==> config.mk <==
export PLATFORM = sky130hd
export DESIGN_NAME = eth_tx_arb
export DESIGN_NICKNAME = d
export VERILOG_FILES = /design/src/rtl/eth_tx_arb.sv
export SDC_FILE = /design/constraint.sdc
export NUM_CORES = 1
export LEC_CHECK = 0
export ABC_AREA = 1
export CAP_MARGIN = 25
export CELL_PAD_IN_SITES_DETAIL_PLACEMENT = 1
export CELL_PAD_IN_SITES_GLOBAL_PLACEMENT = 1
export CORE_MARGIN = 2
export CORE_UTILIZATION = 14
export DETAILED_ROUTE_END_ITERATION = 7
export PLACE_DENSITY_LB_ADDON = 0.1
export SYNTH_ARGS = -nofsm -noshare
export SYNTH_HDL_FRONTEND = slang
export SYNTH_SLANG_ARGS = --single-unit
==> constraint.sdc <==
create_clock -name eth_clk -period 1.5 [get_ports eth_clk]
set_input_delay 0.375 -clock eth_clk [delete_from_list [all_inputs] [get_ports eth_clk]]
set_output_delay 0.375 -clock eth_clk [all_outputs]
set_load 0.01 [all_outputs]
==> src/rtl/eth_tx_arb.sv <==
// Two-source round-robin frame arbiter feeding the 10G MAC, with a fixed inter-frame gap.
// Define ETH_TX_ARB_STATS_EN to add per-source completed-frame counters.
module eth_tx_arb #(
   parameter int unsigned IFG_CYCLES = 2,
   parameter int unsigned STATS_W    = 32
) (
   input  logic        eth_clk,
   input  logic        eth_rst,

   input  logic        s0_tvalid,
   output logic        s0_tready,
   input  logic [63:0] s0_tdata,
   input  logic [7:0]  s0_tkeep,
   input  logic        s0_tlast,
   input  logic        s0_tuser,

   input  logic        s1_tvalid,
   output logic        s1_tready,
   input  logic [63:0] s1_tdata,
   input  logic [7:0]  s1_tkeep,
   input  logic        s1_tlast,
   input  logic        s1_tuser,

   output logic        eth_tx_tvalid,
   input  logic        eth_tx_tready,
   output logic [63:0] eth_tx_tdata,
   output logic [7:0]  eth_tx_tkeep,
   output logic        eth_tx_tlast,
   output logic        eth_tx_tuser
`ifdef ETH_TX_ARB_STATS_EN
   ,
   output logic [STATS_W-1:0] stat_frames0,
   output logic [STATS_W-1:0] stat_frames1
`endif
);

   if (STATS_W < 1 || IFG_CYCLES > 255) begin : g_param_check
      $error("eth_tx_arb: STATS_W must be >= 1 and IFG_CYCLES <= 255");
   end

   typedef enum logic [1:0] {StIdle, StGrant0, StGrant1, StGap} state_t;

   // Counter is loaded with IFG_CYCLES-1 so GAP lasts exactly IFG_CYCLES cycles.
   localparam logic [7:0] IfgLoad = (IFG_CYCLES > 0) ? 8'(IFG_CYCLES - 1) : 8'd0;

   state_t     state_q;
   logic [7:0] gap_cnt_q;
   logic       last_q;
   logic       end0;
   logic       end1;

   assign end0 = (state_q == StGrant0) && s0_tvalid && eth_tx_tready && s0_tlast;
   assign end1 = (state_q == StGrant1) && s1_tvalid && eth_tx_tready && s1_tlast;

   always_ff @(posedge eth_clk or negedge eth_rst) begin
      if (!eth_rst) begin
         state_q   <= StIdle;
         gap_cnt_q <= 8'd0;
         last_q    <= 1'b1;
      end else begin
         case (state_q)
            StIdle: begin
               // On a tie, serve the source that did not go last.
               if (s0_tvalid && (!s1_tvalid || last_q)) state_q <= StGrant0;
               else if (s1_tvalid)                       state_q <= StGrant1;
            end
            StGrant0: begin
               if (end0) begin
                  last_q <= 1'b0;
                  if (IFG_CYCLES > 0) begin
                     state_q   <= StGap;
                     gap_cnt_q <= IfgLoad;
                  end else begin
                     state_q <= StIdle;
                  end
               end
            end
            StGrant1: begin
               if (end1) begin
                  last_q <= 1'b1;
                  if (IFG_CYCLES > 0) begin
                     state_q   <= StGap;
                     gap_cnt_q <= IfgLoad;
                  end else begin
                     state_q <= StIdle;
                  end
               end
            end
            StGap: begin
               if (gap_cnt_q == 8'd0) state_q   <= StIdle;
               else                   gap_cnt_q <= gap_cnt_q - 8'd1;
            end
            default: state_q <= StIdle;
         endcase
      end
   end

   always_comb begin
      eth_tx_tvalid = 1'b0;
      eth_tx_tdata  = 64'd0;
      eth_tx_tkeep  = 8'd0;
      eth_tx_tlast  = 1'b0;
      eth_tx_tuser  = 1'b0;
      s0_tready     = 1'b0;
      s1_tready     = 1'b0;
      case (state_q)
         StGrant0: begin
            eth_tx_tvalid = s0_tvalid;
            eth_tx_tdata  = s0_tdata;
            eth_tx_tkeep  = s0_tkeep;
            eth_tx_tlast  = s0_tlast;
            eth_tx_tuser  = s0_tuser;
            s0_tready     = eth_tx_tready;
         end
         StGrant1: begin
            eth_tx_tvalid = s1_tvalid;
            eth_tx_tdata  = s1_tdata;
            eth_tx_tkeep  = s1_tkeep;
            eth_tx_tlast  = s1_tlast;
            eth_tx_tuser  = s1_tuser;
            s1_tready     = eth_tx_tready;
         end
         default: ;
      endcase
   end

`ifdef ETH_TX_ARB_STATS_EN
   logic [STATS_W-1:0] frames0_q;
   logic [STATS_W-1:0] frames1_q;

   always_ff @(posedge eth_clk or negedge eth_rst) begin
      if (!eth_rst) begin
         frames0_q <= '0;
         frames1_q <= '0;
      end else begin
         if (end0) frames0_q <= frames0_q + 1'b1;
         if (end1) frames1_q <= frames1_q + 1'b1;
      end
   end

   assign stat_frames0 = frames0_q;
   assign stat_frames1 = frames1_q;
`endif

endmodule

==> results of run 1 <==
[report_power, final]
part	internal (uW)	switching, uW	total [uW]
Combinational	4710	5380	10100
Sequential	441	157	598
Clock	356	122	478
[cell families (layout without fill, tap and decap cells)]
group,after synthesis,after routing
adders and majority gates,6,6
AOI/OAI and AO/OA,83,83
xor gates and xnor gates,2,2
and+or+nand+nor,225,226
buffers and inverters,42,298
DFF,11,11
[metrics by stage]
step	power (uW)	setup TNS [ns]	hold WS, ns
detailed placement	9260	-51.35	0.463
CTS	10900	-41.56	0.443
finish	11200	-39.96	0.438
global placement	9120	-48.97	0.452
global route	12000	-47.01	0.453
floorplan	6080	-7.91	0.0794
[Yosys cell counts, drive strengths merged (2+ instances only)]
library cell  number  share of area [%]
nor2              18                4.1
ha                 6                3.9
nand2            190                 39
dfrtp             10                 13
nand3             13                3.4
a21oi             77                 20
o21ai              4                1.0
nor3               2               0.52
inv               15                2.9
nand4              2                1.4
clkbuf             8                1.6
buf               18                5.1
[worst max-delay path by stage]
| stage | from | end | slack [ns] | cells after the start |
|---|---|---|---|---|
| 5_1_grt | state_q[1] | eth_tx_tkeep[6] | -0.59 | 7 |
| 3_5_place_dp | state_q[1] | eth_tx_tdata[0] | -0.79 | 7 |
| 2_1_floorplan | state_q[1] | eth_tx_tdata[51] | -0.19 | 6 |
| 6_report | state_q[1] | eth_tx_tdata[36] | -0.51 | 7 |
| 4_1_cts | state_q[1] | eth_tx_tdata[28] | -0.59 | 7 |
| 3_3_place_gp | state_q[1] | eth_tx_tdata[0] | -0.75 | 7 |
[what timing repair did]
| action | 4_1_cts | 5_1_grt |
|---|---|---|
| setup endpoints to repair | 88 | 88 |
| gates resized for setup | 369 | 44 |
| pin swaps | 6 | 14 |
| hold buffers | 0 | 0 |
| setup buffers | 14 | 2 |
| cloned | 6 | 1 |
[final cells by class]
cell class                 instances  area, um2  share of cell area, %
timing repair buffer             278       2740                   49.3
tap                              176        220                   3.96
clock buffer                       4       78.8                   1.42
inverter                          16       83.8                   1.51
multi-input combinational        317       2150                   38.8
sequential                        11        277                   4.98
[metal layers]
metal	track usage (%)	share of wire [%]
met1	17.7	38
met2	32.2	55
met3	3.68	6.7
met4	1.45	0.85
met5	0	0
[sequential cells by signal (all words and copies together) (netlist names)]
register   count
gap_cnt_q      8
last_q         1
state_q        2
==> summary.md, run 1 <==
| Metric | Value |
|---|---|
| Die X | 121 um |
| Cells after synthesis | 369 |
| Asr flop ratio synth | 100% |
| Routed wire per std cell | 15.7 um |
| Root buffer cell | clkbuf_16 |
| Worst setup SP type | register |
| Port bufs | 229 |
| Outcome | finished with violations |
| WS Path Type | register to primary output |
| Most frequent cells in the layout | nand2_1 (153), clkdlybuf4s50_1 (152), buf_2 (51) |
| Largest family of logic cells by synthesized area | simple AND/OR/NAND/NOR gates |
| FF-to-FF End | gap_cnt_q[0] |
| Distinct cells, synth | 25 |
| Slew margin rel. | 77.4% |
| Main synth FF type | dfrtp_1 |
| Routed Antenna Nets | 0 |
| Slew @ Worst Pin | 0.336 ns |
| CP max-delay cell | dfrtp_1 |
| Buf+Inv Stages, Crit Path | 5 |
| Via count of the routed design | 3398 |
| Top Family by Delay on Critical Path | buffers and inverters |
| Fin crit period | 2.01 ns |
| Initial antenna violation count | 0 |
| Global route overflow | 0 |
| Endpoints failing setup | 88 |
| Critical Path AT | 1.63 ns |
| Clock sink count | 11 |
| VDD IR max | 1.05 mV |
| Chip Height | 121 um |
| PD cells | 2010 nW/um2 |
| Clock-pin slew on the worst setup and hold paths | 0.04 ns |
| CP cell instances | inv_2, buf_4, ha_4, inv_8, clkbuf_16, a21oi_2, buf_2 |
| Layout area overhead | 191% |
| FF-to-FF path depth | 13 |
| Complex-gate fraction of the synthesized area | 22.0% |
| WL final | 12600 um |
| Crit end category | primary output |
| WP data required | 1.12 ns |
| Synth Area in Simple Gates | 48.1% |
| Maxcap violations | 0 |
| Most common cell after layout, fill and taps aside | nand2_1 |
| Seq/Total Area, Yosys | 14.5% |
| Final HPWL DP | 9600 um |
| # fillers | 1610 |
| Die ar. | 14600 um2 |
| Max FO, Critical Path | 9 |
| Std-Cell Rows | 42 |
| Worst r2r src | state_q[1] |
| RSZ-0062 raised after global routing | yes |
| Syn nets | 528 |
| Cell count after placement | 777 |
| Remaining DRCs | 0 |
| Gpl congestion | 0.761 |
| Largest stage delay, worst path | 0.38 ns |
| H-tree Lvls | 1 |
| FMAX | 498 MHz |
| Final setup margin | -0.506 ns |
| Pre-antenna DRT Iters | 4 |
| Type of the most critical hold path | input pin to async pin |
| Latest clock arrival within the worst-skew pair | 0.23 ns |
| P_leak | 0.00221 uW |
| Vias/cell | 4.24 |
| Layout cells sized above 1 | 41.1% |
| Final number of hold-violating endpoints | 0 |
| Adder-Cell Fraction of Synth Area | 3.93% |
| Number of global-route vias before repair | 3570 |
| Reg2reg setup slack | -0.37 ns |
| Crit share post-route | 134% |
| I/O pins | 230 |
| Post-synthesis mux area share | 0% |
| Antenna diode count | 0 |
| Dpl ws | -0.787 ns |
| Worst Skew | 0.00174 ns |
| Final net count | 786 |
| Mean Syn Cell Area | 5.17 um2 |
| Initial core utilization | 14.4% |
| Area of the core | 13300 um2 |
| Count of state elements after synthesis | 11 |
| Yosys warning total | 0 |
| XOR/XNOR share of the synthesized area | 0.917% |
| First-pass GRT wire length | 18900 um |
| CTS tree | built |
| Max-slew violations | 0 |
| Post-route cell area | 5550 um2 |
| Failing checks | negative setup slack |
| Area post-placement | 5130 um2 |
| Initial DRC Count | 126 |
| Final Non-Filler Cells | 802 |
| Post-synth EDFFs | 0 |
| CTS Buffer Depth | 2 |
| Final Util | 41.8% |
| Global-route usage over all layers | 16.1% |
| CTS Buf Count | 3 |
| Post-Syn Area | 1910 um2 |
| Largest net degree at the start of global routing | 32 |
(Power assumes the default switching activity.)
==> run 2: changes to the inputs <==
Settings changed: SLEW_MARGIN from default to 20.
Clock period 1.5 ns to 1.69 ns, I/O delays scaled along.
==> run 2 against run 1 <==
Against the previous run:
- the run still ends with negative setup slack left
- wire length rose by 15%
- total power shrank 15%
- clock-buffer cell count unchanged
- flip-flop and latch count unchanged
- non-clock buffer count did not move
- clock power fell by 4%
- register-to-register slack better by 0.27 ns
- combinational power down 15%
- die area is the same
- final cell count increased by 0.25%
- sequential power is 15% lower
- critical path type unchanged
- highest routed layer unchanged
==> summary.md, run 2 (synthesis results as in run 1) <==
| Metric | Value |
|---|---|
| WP data required | 1.27 ns (+0.15 ns) |
| PD cells | 1770 nW/um2 (-12%) |
| # fillers | 1646 (+2.2%) |
| Crit end category | primary output |
| Root buffer cell | clkbuf_16 |
| Chip Height | 121 um (unchanged) |
| FF-to-FF path depth | 12 (-1) |
| Slew margin rel. | 77.1% (-0.30 points) |
| Cell count after placement | 766 (-1.4%) |
| Outcome | finished with violations |
| Global-route usage over all layers | 18.4% (+2.3 points) |
| FMAX | 495 MHz |
| Routed wire per std cell | 18.1 um (+15%) |
| Failing checks | negative setup slack |
| RSZ-0062 raised after global routing | yes |
| WL final | 14500 um (+15%) |
| Slew @ Worst Pin | 0.340 ns (+0.00451 ns) |
| Crit share post-route | 120% |
| Type of the most critical hold path | input pin to async pin |
| Std-Cell Rows | 42 (unchanged) |
| Pre-antenna DRT Iters | 4 (unchanged) |
| Vias/cell | 4.34 (+2.4%) |
| CTS tree | built |
| Largest registers | gap_cnt_q: 8 flops, state_q: 2 flops, last_q: 1 flops |
| Seq. cell area | 277 um2 (unchanged) |
| Final HPWL DP | 9710 um (+1.2%) |
| Reg2reg setup slack | -0.10 ns (+0.27 ns) |
| Layout cells sized above 1 | 44.0% (+3.0 points) |
| CP max-delay cell | dfrtp_1 |
| Port bufs | 229 (unchanged) |
| CP cell instances | inv_2, ha_4, clkinv_8, buf_16, a21oi_1, buf_2 |
| WS Path Type | register to primary output |
| Initial DRC Count | 75 (-40%) |
| Max-slew violations | 0 (unchanged) |
| Clock-pin slew on the worst setup and hold paths | 0.05 ns (about the same) |
| Final net count | 787 (+0.13%) |
| Worst Skew | 0.00258 ns (+0.000842 ns) |
| Multi-input logic area | 2010 um2 (-6.6%) |
| Remaining DRCs | 0 (unchanged) |
| Routed Antenna Nets | 0 (unchanged) |
| Via count of the routed design | 3487 (+2.6%) |
| Die X | 121 um (unchanged) |
| Critical Path AT | 1.60 ns (-0.03 ns) |
| Setup crit start | state_q[1] |
| Post-route cell area | 5390 um2 (-3.0%) |
| Endpoints failing setup | 88 (unchanged) |
| Area post-placement | 4680 um2 (-8.8%) |
| CTS Buffer Depth | 2 (unchanged) |
| First-pass GRT wire length | 20700 um (+9.3%) |
| Total power | 9520 uW (-15%) |
| Final hold slack | 0.477 ns (+0.0390 ns) |
| CTS Hold Bufs | 0 (unchanged) |
| Most common cell after layout, fill and taps aside | clkdlybuf4s50_1 |
| Max reg flops | 8 (unchanged) |
| CTS Buf Count | 3 (unchanged) |
| Worst r2r src | state_q[0] |
| Fin crit period | 2.02 ns |
| Final setup margin | -0.332 ns (+0.175 ns) |
| FF-to-FF End | gap_cnt_q[6] |
| Top reg by flops | gap_cnt_q |
| Max FO, Critical Path | 17 (+8) |
| Sum Neg Setup Slack | -23.36 ns (+16.60 ns) |
| VDD IR max | 0.870 mV (-17%) |
| Initial core utilization | 14.4% (unchanged) |
| Largest net degree at the start of global routing | 31 (-3.1%) |
| Gpl congestion | 0.830 (+9.0%) |
| Area of the core | 13300 um2 (unchanged) |
| Global route overflow | 0 (unchanged) |
| Latest clock arrival within the worst-skew pair | 0.25 ns (+0.02 ns) |
| P_leak | 0.00231 uW (+4.4%) |
| Most frequent cells in the layout | clkdlybuf4s50_1 (152), nand2_1 (130), a21oi_2 (69) |
| Largest stage delay, worst path | 0.38 ns (about the same) |
| Maxcap violations | 0 (unchanged) |
| Final Non-Filler Cells | 804 (+0.25%) |
| Number of global-route vias before repair | 3664 (+2.6%) |
| Clock sink count | 11 (unchanged) |
| H-tree Lvls | 1 (unchanged) |
| Worst setup SP type | register |
| I/O pins | 230 (unchanged) |
| Die ar. | 14600 um2 (unchanged) |
| Initial antenna violation count | 1 (+1) |
| Final number of hold-violating endpoints | 0 (unchanged) |
| Layout area overhead | 182% |
[run 2: changes by cell type in the layout (fill, tap and decap cells not counted), moves of 10 or more]
| cell | previous run | this run |
|---|---|---|
| a21oi_2 | 34 | 69 |
| nand2_1 | 153 | 130 |
| buf_6 | 26 | 7 |
| nand2_4 | 4 | 18 |
| a21oi_4 | 33 | 1 |
| nand2_2 | 31 | 41 |
| buf_2 | 51 | 68 |
[run 2: metal layers]
layer | wire (um) | track usage, % | part of all wire (%) | vias up
met5 | 0 | 0 | 0 | -
met4 | 211 | 4.00 | 1.5 | 0
met3 | 951 | 3.30 | 6.6 | 13
met2 | 7450 | 34.5 | 51 | 150
met1 | 5900 | 21.6 | 41 | 1613
li1 | - | - | - | 1711
[run 2: stage by stage]
stage | setup WS [ns] | utilization, %
floorplan | -0.0735 | -
CTS | -0.358 | 38.0
global placement | -0.556 | 35.2
global route | -0.391 | 40.5
detailed placement | -0.579 | 35.2
finish | -0.332 | 40.5
[run 2: area by class of cell]
type / instances / area share [%]
timing repair buffer: 278 / 50.2
sequential: 11 / 5.13
antenna: 1 / 0.0465
inverter: 16 / 1.70
multi-input combinational: 318 / 37.4
tap: 176 / 4.09
clock buffer: 4 / 1.46
[run 2: how the worst max path moves through the flow]
stage                            end  slack (ns)  cells past startpoint
detailed placement  eth_tx_tdata[13]       -0.58                      6
finish               eth_tx_tdata[8]       -0.33                      6
global placement    eth_tx_tdata[13]       -0.56                      6
global route        eth_tx_tdata[53]       -0.39                      7
floorplan            eth_tx_tdata[0]       -0.07                      6
CTS                 eth_tx_tdata[39]       -0.36                      6
[run 2: power by group]
group          internal (uW)  switching [uW]
Sequential               391             118
Combinational           3930            4620
Clock                    319             141
Total                   4640            4880
[run 2: what timing repair did]
item,in CTS,in global routing
resized for setup,365,95
setup buffers,18,2
cloned,13,4
pin swaps,15,45
endpoints found under the setup margin,85,88
[run 2: critical path, delay by kind of cell (launching register included)]
kind	cells	cell delay (ns)
flops	1	0.38
fa+ha+maj	1	0.31
buf+inv	4	0.54
compound gates	1	0.12
